`src/rtl/load_store_unit.sv`:
```
// RV32I data-memory stage: runs byte/half/word loads and stores as a req/ack bus
// transaction, stalls the core until completion, and reports alignment, funct3 and bus errors.
module load_store_unit #(
    parameter int unsigned TIMEOUT_CYCLES = 255
) (
    input  logic        clk,
    input  logic        rst_n,
    input  logic        start,
    input  logic [6:0]  opcode,
    input  logic [2:0]  funct3,
    input  logic [31:0] addr,
    input  logic [31:0] store_data,
    output logic        stall,
    output logic        done,
    output logic [31:0] load_data,
    output logic        err_misaligned,
    output logic        err_illegal,
    output logic        err_bus,
    output logic        mem_req,
    output logic        mem_we,
    output logic [31:0] mem_addr,
    output logic [31:0] mem_wdata,
    output logic [3:0]  mem_wstrb,
    input  logic        mem_ack,
    input  logic [31:0] mem_rdata
);

    localparam int unsigned CntW = (TIMEOUT_CYCLES > 1) ? $clog2(TIMEOUT_CYCLES) : 1;
    localparam logic [CntW-1:0] CntLast = CntW'(TIMEOUT_CYCLES - 1);
    localparam logic [6:0] OpLoad  = 7'b0000011;
    localparam logic [6:0] OpStore = 7'b0100011;

    typedef enum logic [1:0] {StIdle, StBusy, StDone} state_e;

    state_e          state_q, state_d;
    logic [CntW-1:0] cnt_q;
    logic [2:0]      funct3_q;
    logic [1:0]      off_q;
    logic            store_q;

    logic        is_load, is_store, accept, illegal, misaligned, bus_timeout;
    logic [3:0]  strb;
    logic [31:0] wdata, rd_shift, rd_ext;

    always_comb begin
        is_load  = (opcode == OpLoad);
        is_store = (opcode == OpStore);
        accept   = (state_q == StIdle) && start && (is_load || is_store);

        if (is_load) begin
            illegal = (funct3 == 3'b011) || (funct3[2:1] == 2'b11);
        end else begin
            illegal = funct3[2] || (funct3 == 3'b011);
        end

        case (funct3[1:0])
            2'b01:   misaligned = addr[0];
            2'b10:   misaligned = (addr[1:0] != 2'b00);
            default: misaligned = 1'b0;
        endcase

        bus_timeout = (state_q == StBusy) && !mem_ack && (cnt_q == CntLast);
    end

    // Store lanes: narrow data is replicated across the word so any byte enable finds it.
    always_comb begin
        case (funct3[1:0])
            2'b00: begin
                strb  = 4'b0001 << addr[1:0];
                wdata = {4{store_data[7:0]}};
            end
            2'b01: begin
                strb  = 4'b0011 << addr[1:0];
                wdata = {2{store_data[15:0]}};
            end
            default: begin
                strb  = 4'b1111;
                wdata = store_data;
            end
        endcase
    end

    always_comb begin
        rd_shift = mem_rdata >> {off_q, 3'b000};
        case (funct3_q)
            3'b000:  rd_ext = {{24{rd_shift[7]}}, rd_shift[7:0]};
            3'b001:  rd_ext = {{16{rd_shift[15]}}, rd_shift[15:0]};
            3'b100:  rd_ext = {24'h0, rd_shift[7:0]};
            3'b101:  rd_ext = {16'h0, rd_shift[15:0]};
            default: rd_ext = mem_rdata;
        endcase
    end

    always_ff @(posedge clk or negedge rst_n) begin
        if (!rst_n) begin
            state_q <= StIdle;
        end else begin
            state_q <= state_d;
        end
    end

    always_comb begin
        state_d = state_q;
        unique case (state_q)
            StIdle: begin
                if (accept) begin
                    state_d = (illegal || misaligned) ? StDone : StBusy;
                end
            end
            StBusy: begin
                if (mem_ack || bus_timeout) begin
                    state_d = StDone;
                end
            end
            StDone:  state_d = StIdle;
            default: state_d = StIdle;
        endcase
    end

    always_comb begin
        stall = accept || (state_q == StBusy);
    end

    always_ff @(posedge clk or negedge rst_n) begin
        if (!rst_n) begin
            cnt_q          <= '0;
            funct3_q       <= 3'b000;
            off_q          <= 2'b00;
            store_q        <= 1'b0;
            done           <= 1'b0;
            load_data      <= 32'h0;
            err_misaligned <= 1'b0;
            err_illegal    <= 1'b0;
            err_bus        <= 1'b0;
            mem_req        <= 1'b0;
            mem_we         <= 1'b0;
            mem_addr       <= 32'h0;
            mem_wdata      <= 32'h0;
            mem_wstrb      <= 4'b0000;
        end else begin
            mem_req <= (state_d == StBusy);
            done    <= (state_d == StDone);
            if (accept) begin
                funct3_q       <= funct3;
                off_q          <= addr[1:0];
                store_q        <= is_store;
                cnt_q          <= '0;
                err_illegal    <= illegal;
                err_misaligned <= !illegal && misaligned;
                err_bus        <= 1'b0;
                if (illegal || misaligned) begin
                    load_data <= 32'h0;
                end else begin
                    mem_we    <= is_store;
                    mem_addr  <= {addr[31:2], 2'b00};
                    mem_wstrb <= is_store ? strb : 4'b0000;
                    mem_wdata <= is_store ? wdata : 32'h0;
                end
            end else if (state_q == StBusy) begin
                if (mem_ack) begin
                    load_data <= store_q ? 32'h0 : rd_ext;
                end else begin
                    cnt_q <= cnt_q + 1'b1;
                    if (bus_timeout) begin
                        err_bus   <= 1'b1;
                        load_data <= 32'h0;
                    end
                end
            end
        end
    end

endmodule
```
`config.mk`:
```
export PLATFORM = sky130hd
export DESIGN_NAME = load_store_unit
export DESIGN_NICKNAME = d
export VERILOG_FILES = /design/src/rtl/load_store_unit.sv
export SDC_FILE = /design/constraint.sdc
export NUM_CORES = 1
export LEC_CHECK = 0
export ABC_CLOCK_PERIOD_IN_PS = 4000
export BUFFER_PORTS_ARGS = -buffer_cell sky130_fd_sc_hd__buf_2
export CORE_MARGIN = 3
export CORE_UTILIZATION = 25
export CTS_BUF_LIST = sky130_fd_sc_hd__clkbuf_4 sky130_fd_sc_hd__clkbuf_8
export CTS_CLUSTER_DIAMETER = 30
export CTS_CLUSTER_SIZE = 12
export DETAILED_ROUTE_END_ITERATION = 6
export GPL_TIMING_DRIVEN = 0
export PLACE_DENSITY = 0.54
export SLEW_MARGIN = 0
export SYNTH_ARGS = -nofsm -noshare
export SYNTH_HDL_FRONTEND = slang
export SYNTH_SLANG_ARGS = --single-unit
export TNS_END_PERCENT = 30
```
`constraint.sdc`:
```
create_clock -name clk -period 4 [get_ports clk]
set_input_delay 0.2 -clock clk [delete_from_list [all_inputs] [get_ports clk]]
set_output_delay 0.2 -clock clk [all_outputs]
set_load 0.05 [all_outputs]
```
Yosys cells after proc, flatten, opt, wreduce, memory -nomap -nowiden
Cells that the tools add are included.

$add $sub $neg: 1. Bitwise logic cells: 1. Reduce and logical (&&, ||, !) cells: 24. Shift-type cells: 3. Muxes and demuxes: 24. Equal/unequal tests: 15.

Operators by type and width (count): $mux 32 (7); $pmux 32 s4 (1); $pmux 32 s2 (1); $shr 32x5->16 (1); $mux 8 (3); $add 8x1->8 const B (1); $eq 8x8->1 const B (1); $pmux 4 s2 (1); $eq 7x2->1 const B (1); $eq 7x6->1 const B (1); $eq 2x1->1 const B (3); $eq 2x2->1 const B (3); $eq 3x3->1 const B (2); $logic_or 1x1->1 (6); $mux 2 (3); $reduce_and 3->1 (2); $reduce_bool 2->1 (3); $logic_and 1x1->1 (5); $mux 1 (5); $logic_not 2->1 (2); $mux 4 (1); $ne 2x1->1 const B (2); $pmux 2 s2 (1); $reduce_and 2->1 (2); 9 further kinds (10).

Logic and storage cells: 83. Register bits: 120. Output and inout bits: 107. Input bits: 110.

Depth between registers and ports, before layout
Gate-level depths: netlist of the first run.

Depth in word-level cells: 8. Mapped depth: 9. Depth with buffers taken out: 7.

Worst setup path before layout of the first run
Ideal clock, no wire load.

Path kind: reg2reg. From: register state_q[1]. To: register mem_addr[10]. Path buffers: 1. Library setup time: 0.125 ns. Period minus slack after synthesis: 1.681 ns. Setup slack: 2.319 ns. Required time: 3.875 ns. Stages on the path, launching flop included: 6. Data arrival time: 1.556 ns. Cells stage by stage: dfrtp_1 > nor3b_2 > nand4_4 > nor2_8 > buf_12 > mux2_4.

Longest elaborated chain between the ends: 4.

RTL lines: from (decl) (RTL line 35) `state_e state_q, state_d;`; from (signal assigned) (RTL line 96) `state_q <= StIdle;`; from (signal assigned) (RTL line 98) `state_q <= state_d;`; $logic_not 2->1 (RTL line 48) `accept = (state_q == StIdle) && start && (is_load || is_store);`; $logic_and 1x1->1 (2 in a row) (RTL line 48); $reduce_and 2->1 (no source line); to (signal assigned) (RTL line 155) `mem_addr <= {addr[31:2], 2'b00};`; to (decl) (RTL line 21) `output logic [31:0] mem_addr,`.

No other way between the ends. A chain may end at the register's enable or synchronous reset.

Final worst setup path of the first run
From: register state_q[1]. To: output stall.

Longest elaborated chain between the ends: 4. Elaborated cells between the ends (all ways): 5. Those cells by class: 1 x eq/ne; 4 x reduce/logical.

RTL lines: $logic_not 2->1 (RTL line 48); $logic_and 1x1->1 (2 in a row) (RTL line 48); $logic_or 1x1->1 (*) (RTL line 121) `stall = accept || (state_q == StBusy);`; to (decl) (RTL line 13) `output logic stall,`.

Every way passes the cells marked *; elsewhere a longest branch is shown, timed or not.

==> results list, run 1 <==
- NumNets Final: 948
- In the routed design, unresolved DRC markers number 0.
* Post-CTS setup-driven buffer insertion count: 0
- Counting every sink on the clock net gives 120.
- Post-synthesis sequential area ratio: 48.66%
- Yosys reg bits: 120
* Depth of the most critical reg-to-reg path: 6
* Leading cell type by number of instances after synthesis: sky130_fd_sc_hd__dfrtp_1
* Clock root buffer master: sky130_fd_sc_hd__clkbuf_8
- Synthesis handed over a netlist of 553 instances.
- The worst setup path is of the reg2out kind.
- Total detailed-routing wirelength: 20.45 mm
- Global-route congestion overflow total: 0
- Routability congestion estimate: 0.7903
* Cell taking the most area after synthesis: sky130_fd_sc_hd__dfrtp_1
* Overall routing resource usage: 15.39%
- The clock arrives with 0.01605 ns of skew.
- Hold Crit Start: mem_rdata[16]
- By area the synthesized netlist is led by sky130_fd_sc_hd__dfrtp_1 (49%), sky130_fd_sc_hd__mux2_4 (9.7%), sky130_fd_sc_hd__nand2_1 (3.8%).
- In this run the worst path has a maximum fanout of 10.
- Clock latency on the worst-skew pair, taken at its later pin, is 0.44 ns.
- Setup TNS after final layout: 0 ns
- The run finished with clean final reports.
- Of the available clock period, the critical path in the final layout requires 61.79%.
* Total power per unit cell area: 423.0 nW/um^2
* Full die area: 26600 sq um
- The count of endpoints failing hold in the final timing report was 0.
* Cell with the largest stage delay on the worst path: sky130_fd_sc_hd__dfrtp_1
- The initial antenna violation count is 2.
- Required time of the critical path: 3.80 ns
- The worst pin sits at a relative slew slack of 55.90%.
* Top_reg_cell synth: sky130_fd_sc_hd__dfrtp_1
- Area share of the largest cell type after synthesis: 48.66%
- Detailed router's first-iteration violation count: 360
* Maximum number of pins on one net before global-route repair: 93
* Fmax: 404.6 MHz
- Initial standard-cell utilization of the core: 25.83%
* Wire per inst: 17.54 microns
- The worst register-to-register path has a setup slack of 1.97 ns.
* Number of synthesized flops with an enable pin: 0
- Post-synthesis cell type count: 61
- The worst hold path terminates at load_data[16].
- Max-cap check violation count: 0
- STA classifies the critical path startpoint as a register.
- Per-cell via count in the routed design: 4.648
- IR analysis of the VDD net gives a maximum drop of 0.2067 mV.
- Largest stage delay on the critical path: 0.44 ns
- Top post-synthesis cells by count: sky130_fd_sc_hd__dfrtp_1 (120), sky130_fd_sc_hd__nand2_1 (62), sky130_fd_sc_hd__o21ai_0 (43), sky130_fd_sc_hd__mux2_4 (40), sky130_fd_sc_hd__nor2_1 (34)
- Core Region: 23890 sq um
* Max Slew Vio Count: 0
- The clock passes through at most 2 buffers.
- Setup repair after global routing left no endpoint under its margin.
- Clock transition at the registers of the reported paths: 0.09 ns
- Final hold analysis gives a worst-case slack of 0.04240 ns.
- Yosys printed 0 warnings.
- The tightest min-delay check is of the in2reg type.
- The worst register-to-register path begins at off_q[1].
- CTS tree: yes
* First-pass GRT wire length: 31.77 mm
- Pin placement for this block handled 217 I/O pins.
- Horizontal extent of the die: 163.1 microns
- STA classifies the critical path endpoint as an output port.
* CP Cell Sequence: nor3b_2 -> nand4_4 -> clkbuf_1 -> nand2_1 -> buf_2
* Reg-to-Reg End: load_data[16]
- Static Leak: 4.256 nW
- Mean cell area of the mapped netlist: 11.16 sq um
* Remaining number of nets flagged by the antenna check after routing: 0
- Growth of design area from synthesis to finish: 38.18%
* Maximum level of the CTS H-tree: 4
- Number of buffers created by CTS: 17
- Minimum period implied by the final worst setup slack: 2.471 ns
- The final route contains 5419 vias.
- For this run, the detailed router's first-pass iteration total came to 5.
- Async set or reset register ratio after synthesis: 100.0%
- Setup violations remaining at the end of the flow were counted as 0.
- Input and output buffers added on the ports amount to 213.
- The die is 163.1 microns tall.
- The initialized floorplan defines 56 standard-cell rows.
- At the pin with the least slew margin, the transition time is 0.6586 ns.
- Final HPWL from detailed placement: 15.15 mm
* Fraction of final layout cells with drive strength greater than 1: 38.82%
- Hold-critical path depth: 3
- The number of global-route vias before repair was 5586.
* Combined area of all synthesized cells: 6171 sq um
- Arr. time, crit path: 2.27 ns
==> cell usage in the layout (no fill, tap or decap), types with 12 or more instances in the layout <==
cell and n:
sky130_fd_sc_hd__buf_2 221, sky130_fd_sc_hd__dfrtp_1 120, sky130_fd_sc_hd__nand2_1 62, sky130_fd_sc_hd__dlygate4sd3_1 45, sky130_fd_sc_hd__o21ai_0 43, sky130_fd_sc_hd__mux2_4 40
sky130_fd_sc_hd__nor2_1 34, sky130_fd_sc_hd__inv_1 30, sky130_fd_sc_hd__clkbuf_1 22, sky130_fd_sc_hd__o221ai_1 22, sky130_fd_sc_hd__clkbuf_8 17, sky130_fd_sc_hd__o41ai_1 16
sky130_fd_sc_hd__o31ai_1 12
==> state kept, by name (all words and copies together) (netlist names) <==
register and count:
mem_wstrb 4, err_misaligned 1, mem_addr 30, mem_we 1
off_q 2, err_bus 1, state_q 2, cnt_q 8
mem_wdata 32, mem_req 1, funct3_q 3, err_illegal 1
load_data 32, store_q 1, done 1
==> worst max-delay path: cells and delay by family, from the launching register on <==
family | cells | cell delay, ns
and+or+nand+nor | 3 | 0.80
buffers and inverters | 2 | 0.59
DFF | 1 | 0.44
==> cell families (layout without fill, tap and decap cells) <==
| kind of cell | count (synthesis) | count (layout) | share of synthesized area, % |
|---|---|---|---|
| xor gates and xnor gates | 7 | 7 | 0.9935 |
| adders and majority gates | 6 | 6 | 1.217 |
| and+or+nand+nor | 124 | 124 | 9.915 |
| buffers and inverters | 76 | 367 | 6.894 |
| muxes | 53 | 53 | 12.10 |
| AOI/OAI and AO/OA | 166 | 166 | 20.15 |
| other | 1 | 4 | 0.06077 |
| DFF | 120 | 120 | 48.66 |
==> stage by stage <==
| stage | utilization (%) | setup slack [ns] | cells | power [mW] | cell area (sq um) |
|---|---|---|---|---|---|
| floorplan | - | 2.319 | 554 | 2.135 | 6175 |
| global placement | 31.98 | 1.015 | 1086 | 2.455 | 7640 |
| detailed placement | 32.12 | 1.702 | 1087 | 2.463 | 7674 |
| CTS | 35.67 | 1.450 | 1164 | 3.649 | 8522 |
| global route | 35.68 | 1.338 | 1165 | 3.793 | 8524 |
| finish | 35.69 | 1.529 | 1166 | 3.606 | 8527 |
==> timing repair <==
action / 4_1_cts / 5_1_grt
endpoints found under the hold margin: 72 / 0
hold buffers: 45 / 0
resized for setup: 0 / 0
==> how the worst max path moves through the flow <==
stage          startpoint  depth (start not counted)       endpoint
2_1_floorplan  state_q[1]                          5   mem_addr[10]
3_3_place_gp        rst_n                          1    mem_addr[6]
3_5_place_dp    funct3[1]                          9  mem_wdata[22]
4_1_cts        state_q[1]                          5          stall
5_1_grt        state_q[1]                          5          stall
6_report       state_q[1]                          5          stall
==> power breakdown <==
| part | switching (mW) | leakage, nW | internal, mW |
|---|---|---|---|
| combinational | 0.731 | 2.45 | 0.335 |
| clock | 0.572 | 0.198 | 0.566 |
| sequential | 0.0714 | 1.61 | 1.33 |
| total | 1.37 | 4.26 | 2.23 |
==> cell type report <==
| type | count | area [sq um] |
|---|---|---|
| diodes | 2 | 5.005 |
| clock inverters | 15 | 163.9 |
| plain buffers | 45 | 309.0 |
| clock buffers | 17 | 234.0 |
| well taps | 319 | 399.1 |
| repair buffers | 259 | 1550 |
| inverters | 31 | 116.4 |
| flip-flops and latches | 120 | 3003 |
| multi-input cells | 358 | 2746 |
| fillers | 2442 | 15370 |
==> layer usage <==
layer / track usage (%) / wire (microns) / up-vias
li1: - / - / 2580
met1: 20.53 / 9086 / 2620
met2: 24.18 / 9591 / 199
met3: 4.768 / 1485 / 18
met4: 4.268 / 274 / 2
met5: 0 / 11 / -
Power figures use the tool's default switching activity.
==> inputs of run 2 (changes only) <==
Settings changed: ABC_AREA set to 1, ABC_CLOCK_PERIOD_IN_PS 4000 to 2200, PLACE_DENSITY 0.54 to 0.55.
Clock period 4 ns to 2.2 ns, I/O delays scaled along.
==> run 2 against run 1 <==
Non-clock buffer count is 25 higher. Core utilization grew 0.38 points. Final cell count grew 24%. Flip-flop and latch count stayed put. Combinational power is 50% higher. Total power increased by 69%. Critical path depth grew 4. Register-to-register slack worse by 1.8 ns. Synthesized cell count is 46% higher. Setup slack worse by 1.3 ns. Routed wire length grew 8.1%.
==> results list, run 2 <==
* Total power per unit cell area: 692.9 nW/um^2 (+64%)
* Worst Path Max Fanout: 17 (+7)
* Crit. End Element: register
- Insertion delay of the later-clocked pin in the worst-skew pair: 0.45 ns (about the same)
* Maximum level of the CTS H-tree: 4 (unchanged)
- Core Region: 24390 sq um (+2.1%)
- NumNets Final: 1223 (+29%)
* Max Slew Vio Count: 0 (unchanged)
* Horizontal extent of the die: 163.6 microns (+0.28%)
* Growth of design area from synthesis to finish: 41.75%
* Antenna violations before repair: 0 (-2)
* Hold Crit Start: opcode[5]
* Required time of the critical path: 2.52 ns (-1.28 ns)
- Kind of start point of the critical path: register
- TritonCTS built the clock tree.
* Post-synthesis sequential area ratio: 48.38% (-0.28 points)
- Number of buffers created by CTS: 17 (unchanged)
- Vias in the first global route: 6589 (+18%)
- The count of max-cap constraint violations was 0 (unchanged).
* Reg2Reg Launch Point: state_q[1]
* Final core occ: 36.07% (+0.38 points)
- Maximum number of pins on one net before global-route repair: 86 (-7.5%)
* Leading cell type by number of instances after synthesis: sky130_fd_sc_hd__nand2_1
- The initial standard-cell utilization of the core is 25.45% (-0.38 points).
* Ratio of final minimum period to clock period: 91.42%
* Switching power share of the total: 36.27% (-1.8 points)
* Global-route congestion overflow total: 0 (unchanged)
- The clock network fraction of design power was 33.5% (+2.0 points).
- Combinational group share of total power: 26.2% (-3.3 points)
- The total power after layout is 6.096 mW (+69%).
- Max-slew headroom: 55.49% (-0.41 points)
* Static Leak: 4.931 nW (+16%)
* Final HPWL from detailed placement: 16.17 mm (+6.7%)
- The path class of the tightest hold or removal check is in2reg.
- Slew @ Worst Pin: 0.6676 ns (+0.008967 ns)
- The count of endpoints failing hold in the final timing report came to 0 (unchanged).
- Mean cell area of the mapped netlist: 7.711 sq um (-31%)
- The number of top-level pins is 217 (unchanged).
- Clk sink count: 120 (unchanged)
- The sum of routed wire length over all layers was 22.10 mm (+8.1%).
- In the post-synthesis netlist, the biggest area contributors are sky130_fd_sc_hd__dfrtp_1 (48%), sky130_fd_sc_hd__nand2_1 (17%), sky130_fd_sc_hd__nand3_1 (5.5%).
- The worst path needs 2.011 ns of the cycle, external delays included.
* First-pass GRT wire length: 35.11 mm (+11%)
- Per-cell via count in the routed design: 4.519 (-2.8%)
- Worst IR drop on VDD: 0.3535 mV (+71%)
- The number of flops mapped to enable cells by yosys came to 0 (unchanged).
- Ranked by instance count, the synthesized netlist is headed by sky130_fd_sc_hd__nand2_1 (284), sky130_fd_sc_hd__dfrtp_1 (120), sky130_fd_sc_hd__nand3_1 (68), sky130_fd_sc_hd__nor2_1 (59), sky130_fd_sc_hd__inv_1 (51).
* Clock transition at the registers of the reported paths: 0.07 ns (-0.02 ns)
* Internal power consumption: 3.885 mW (+74%)
- The area of the die was 26760 sq um (+0.56%).
* Critical setup path kind: reg2reg
- The largest registers in the layout are load_data: 32 flops, mem_wdata: 32 flops, mem_addr: 30 flops.
- The count of nets left with antenna violations after detail routing came to 0 (unchanged).
- The post-CTS setup-driven buffer insertion count was 0 (unchanged).
* Wire per inst: 15.31 microns (-13%)
- The standard-cell row count was 57 (+1.8%).
- The library cell used most frequently in the layout, excluding fill and tap cells, is sky130_fd_sc_hd__nand2_1.
* Total of buffers placed on input and output ports: 214 (+0.47%)
* Overall routing resource usage: 16.81% (+1.4 points)
- Clock root buffer master: sky130_fd_sc_hd__clkbuf_8
* Status: finished, final reports clean
- The library cells used most frequently in the layout, excluding fill and tap cells, are sky130_fd_sc_hd__nand2_1 (284), sky130_fd_sc_hd__buf_2 (222), sky130_fd_sc_hd__dfrtp_1 (120).
- The number of fillers in the final layout is 2631 (+7.7%).
* Count of yosys warnings during synthesis: 0 (unchanged)
- The switching power summed over all nets came to 2.211 mW (+61%).
- The count of inserted antenna diode cells came to 0 (-2).
- The number of register bits inferred by synthesis came to 120 (unchanged).
* Fmax: 497.2 MHz
- The number of instances in the synthesized netlist is 805 (+46%).
* Final WS setup: 0.1887 ns (-1.340 ns)
* Detailed router's first-iteration violation count: 436 (+21%)
- The maximum clock insertion buffer count is 2 (unchanged).
* DR pass1 iterations: 5 (unchanged)
- Fraction of final layout cells with drive strength greater than 1: 27.05% (-12 points)
- The floorplan die height was 163.6 microns (+0.28%).
- Top_reg_cell synth: sky130_fd_sc_hd__dfrtp_1
- The final clock skew is 0.02019 ns (+0.004139 ns).
- Number of setup violations in the final report: 0 (unchanged)
- Sequential power share: 40.3% (+1.4 points)
* Post-synthesis cell type count: 36 (-41%)
- Final routed DRC violation total: 0 (unchanged)
- In this run the worst setup path begins at state_q[1].
- The biggest area contributor in the post-synthesis netlist is sky130_fd_sc_hd__dfrtp_1.
- Setup repair after global routing left no endpoint under its margin.
- Pre-CTS worst setup slack: 0.1101 ns (-1.592 ns)
- The summed instance area of the synthesized netlist is 6207 sq um (+0.59%).
- The via total after detailed routing was 6525 (+20%).
- Routability congestion estimate: 0.8941 (+13%)
- Arr. time, crit path: 2.34 ns (+0.07 ns)
- Async set or reset register ratio after synthesis: 100.0% (unchanged)
- The share of the synthesized area in the top cell type was 48.38% (-0.28 points).
run 2: cell types whose count changed in the layout (fill, tap and decap cells not counted), sizes merged, moves of 25 or more:
cell   delta
nand2   +225
nand4    +28
o21ai    +25
mux2     -43
nand3    +68
nor2     +30
run 2: power by group through the flow:
stage	logic, mW	registers [mW]	clock network [mW]
final	1.60	2.46	2.04
after global routing	1.75	2.47	2.22
after CTS	1.60	2.46	2.13
after global placement	1.49	2.50	0
after detailed placement	1.51	2.50	0
after floorplan	0.548	2.95	0
run 2: logic make-up (layout without fill, tap and decap cells):
logic type / count (synthesis) / count (layout) / synth area share (%)
xor+xnor: 3 / 3 / 0.4234
simple gates: 466 / 466 / 32.86
flops: 120 / 120 / 48.38
buf+inv: 103 / 417 / 8.063
compound gates: 106 / 106 / 9.010
fa+ha+maj: 6 / 6 / 1.209
other cells: 1 / 2 / 0.06041
run 2: routing by layer:
| metal | wire length (microns) | GRT usage, % | vias to the layer above |
|---|---|---|---|
| li1 | - | - | 3207 |
| met4 | 496 | 6.036 | 0 |
| met5 | 0 | 0 | - |
| met1 | 9762 | 21.60 | 3034 |
| met3 | 1649 | 4.768 | 35 |
| met2 | 10190 | 27.06 | 249 |
run 2: final timing paths:
path	end	slack, ns	cells past startpoint
min reg2reg	mem_we	0.47	2
min	store_q	0.04	3
max	mem_wdata[18]	0.19	9
min in group asynchronous	load_data[4]	0.12	2
max reg2reg	mem_wdata[18]	0.19	9
max in group asynchronous	mem_addr[28]	1.30	3
run 2: area by class of cell:
cell class              instances  area [sq um]  area share [%]
repair buffers                283          1788           20.32
flip-flops and latches        120          3003           34.13
well taps                     324         405.4           4.608
inverters                      56         210.2           2.389
clock inverters                13         148.9           1.692
multi-input cells             583          2708           30.77
plain buffers                  46         286.5           3.257
clock buffers                  19         249.0           2.830
run 2: metrics by stage:
step | TNS [ns] | area (sq um) | std cells | hold WS, ns
global placement | -86.68 | 7687 | 1344 | 0.3033
finish | 0 | 8798 | 1444 | 0.04209
floorplan | 0 | 6211 | 806 | -0.1856
global route | 0 | 8798 | 1444 | 0.03039
detailed placement | 0 | 7721 | 1345 | 0.03728
CTS | 0 | 8796 | 1444 | 0.001690
run 2: critical path, cell delays in order, from the launching register on:
cell                       delay (ns)
sky130_fd_sc_hd__dfrtp_1         0.40
sky130_fd_sc_hd__nor2_1          0.19
sky130_fd_sc_hd__nand2_1         0.13
sky130_fd_sc_hd__nor2_4          0.13
sky130_fd_sc_hd__nand2_4         0.15
sky130_fd_sc_hd__nor2_4          0.14
sky130_fd_sc_hd__nand2_2         0.16
sky130_fd_sc_hd__clkbuf_1        0.37
sky130_fd_sc_hd__nand2_1         0.14
sky130_fd_sc_hd__o21ai_1         0.07
run 2: repair_timing:
item	CTS	global route
endpoints found under the hold margin	154	0
resized for setup	0	1
setup endpoints to repair	1	1
hold buffers	68	0
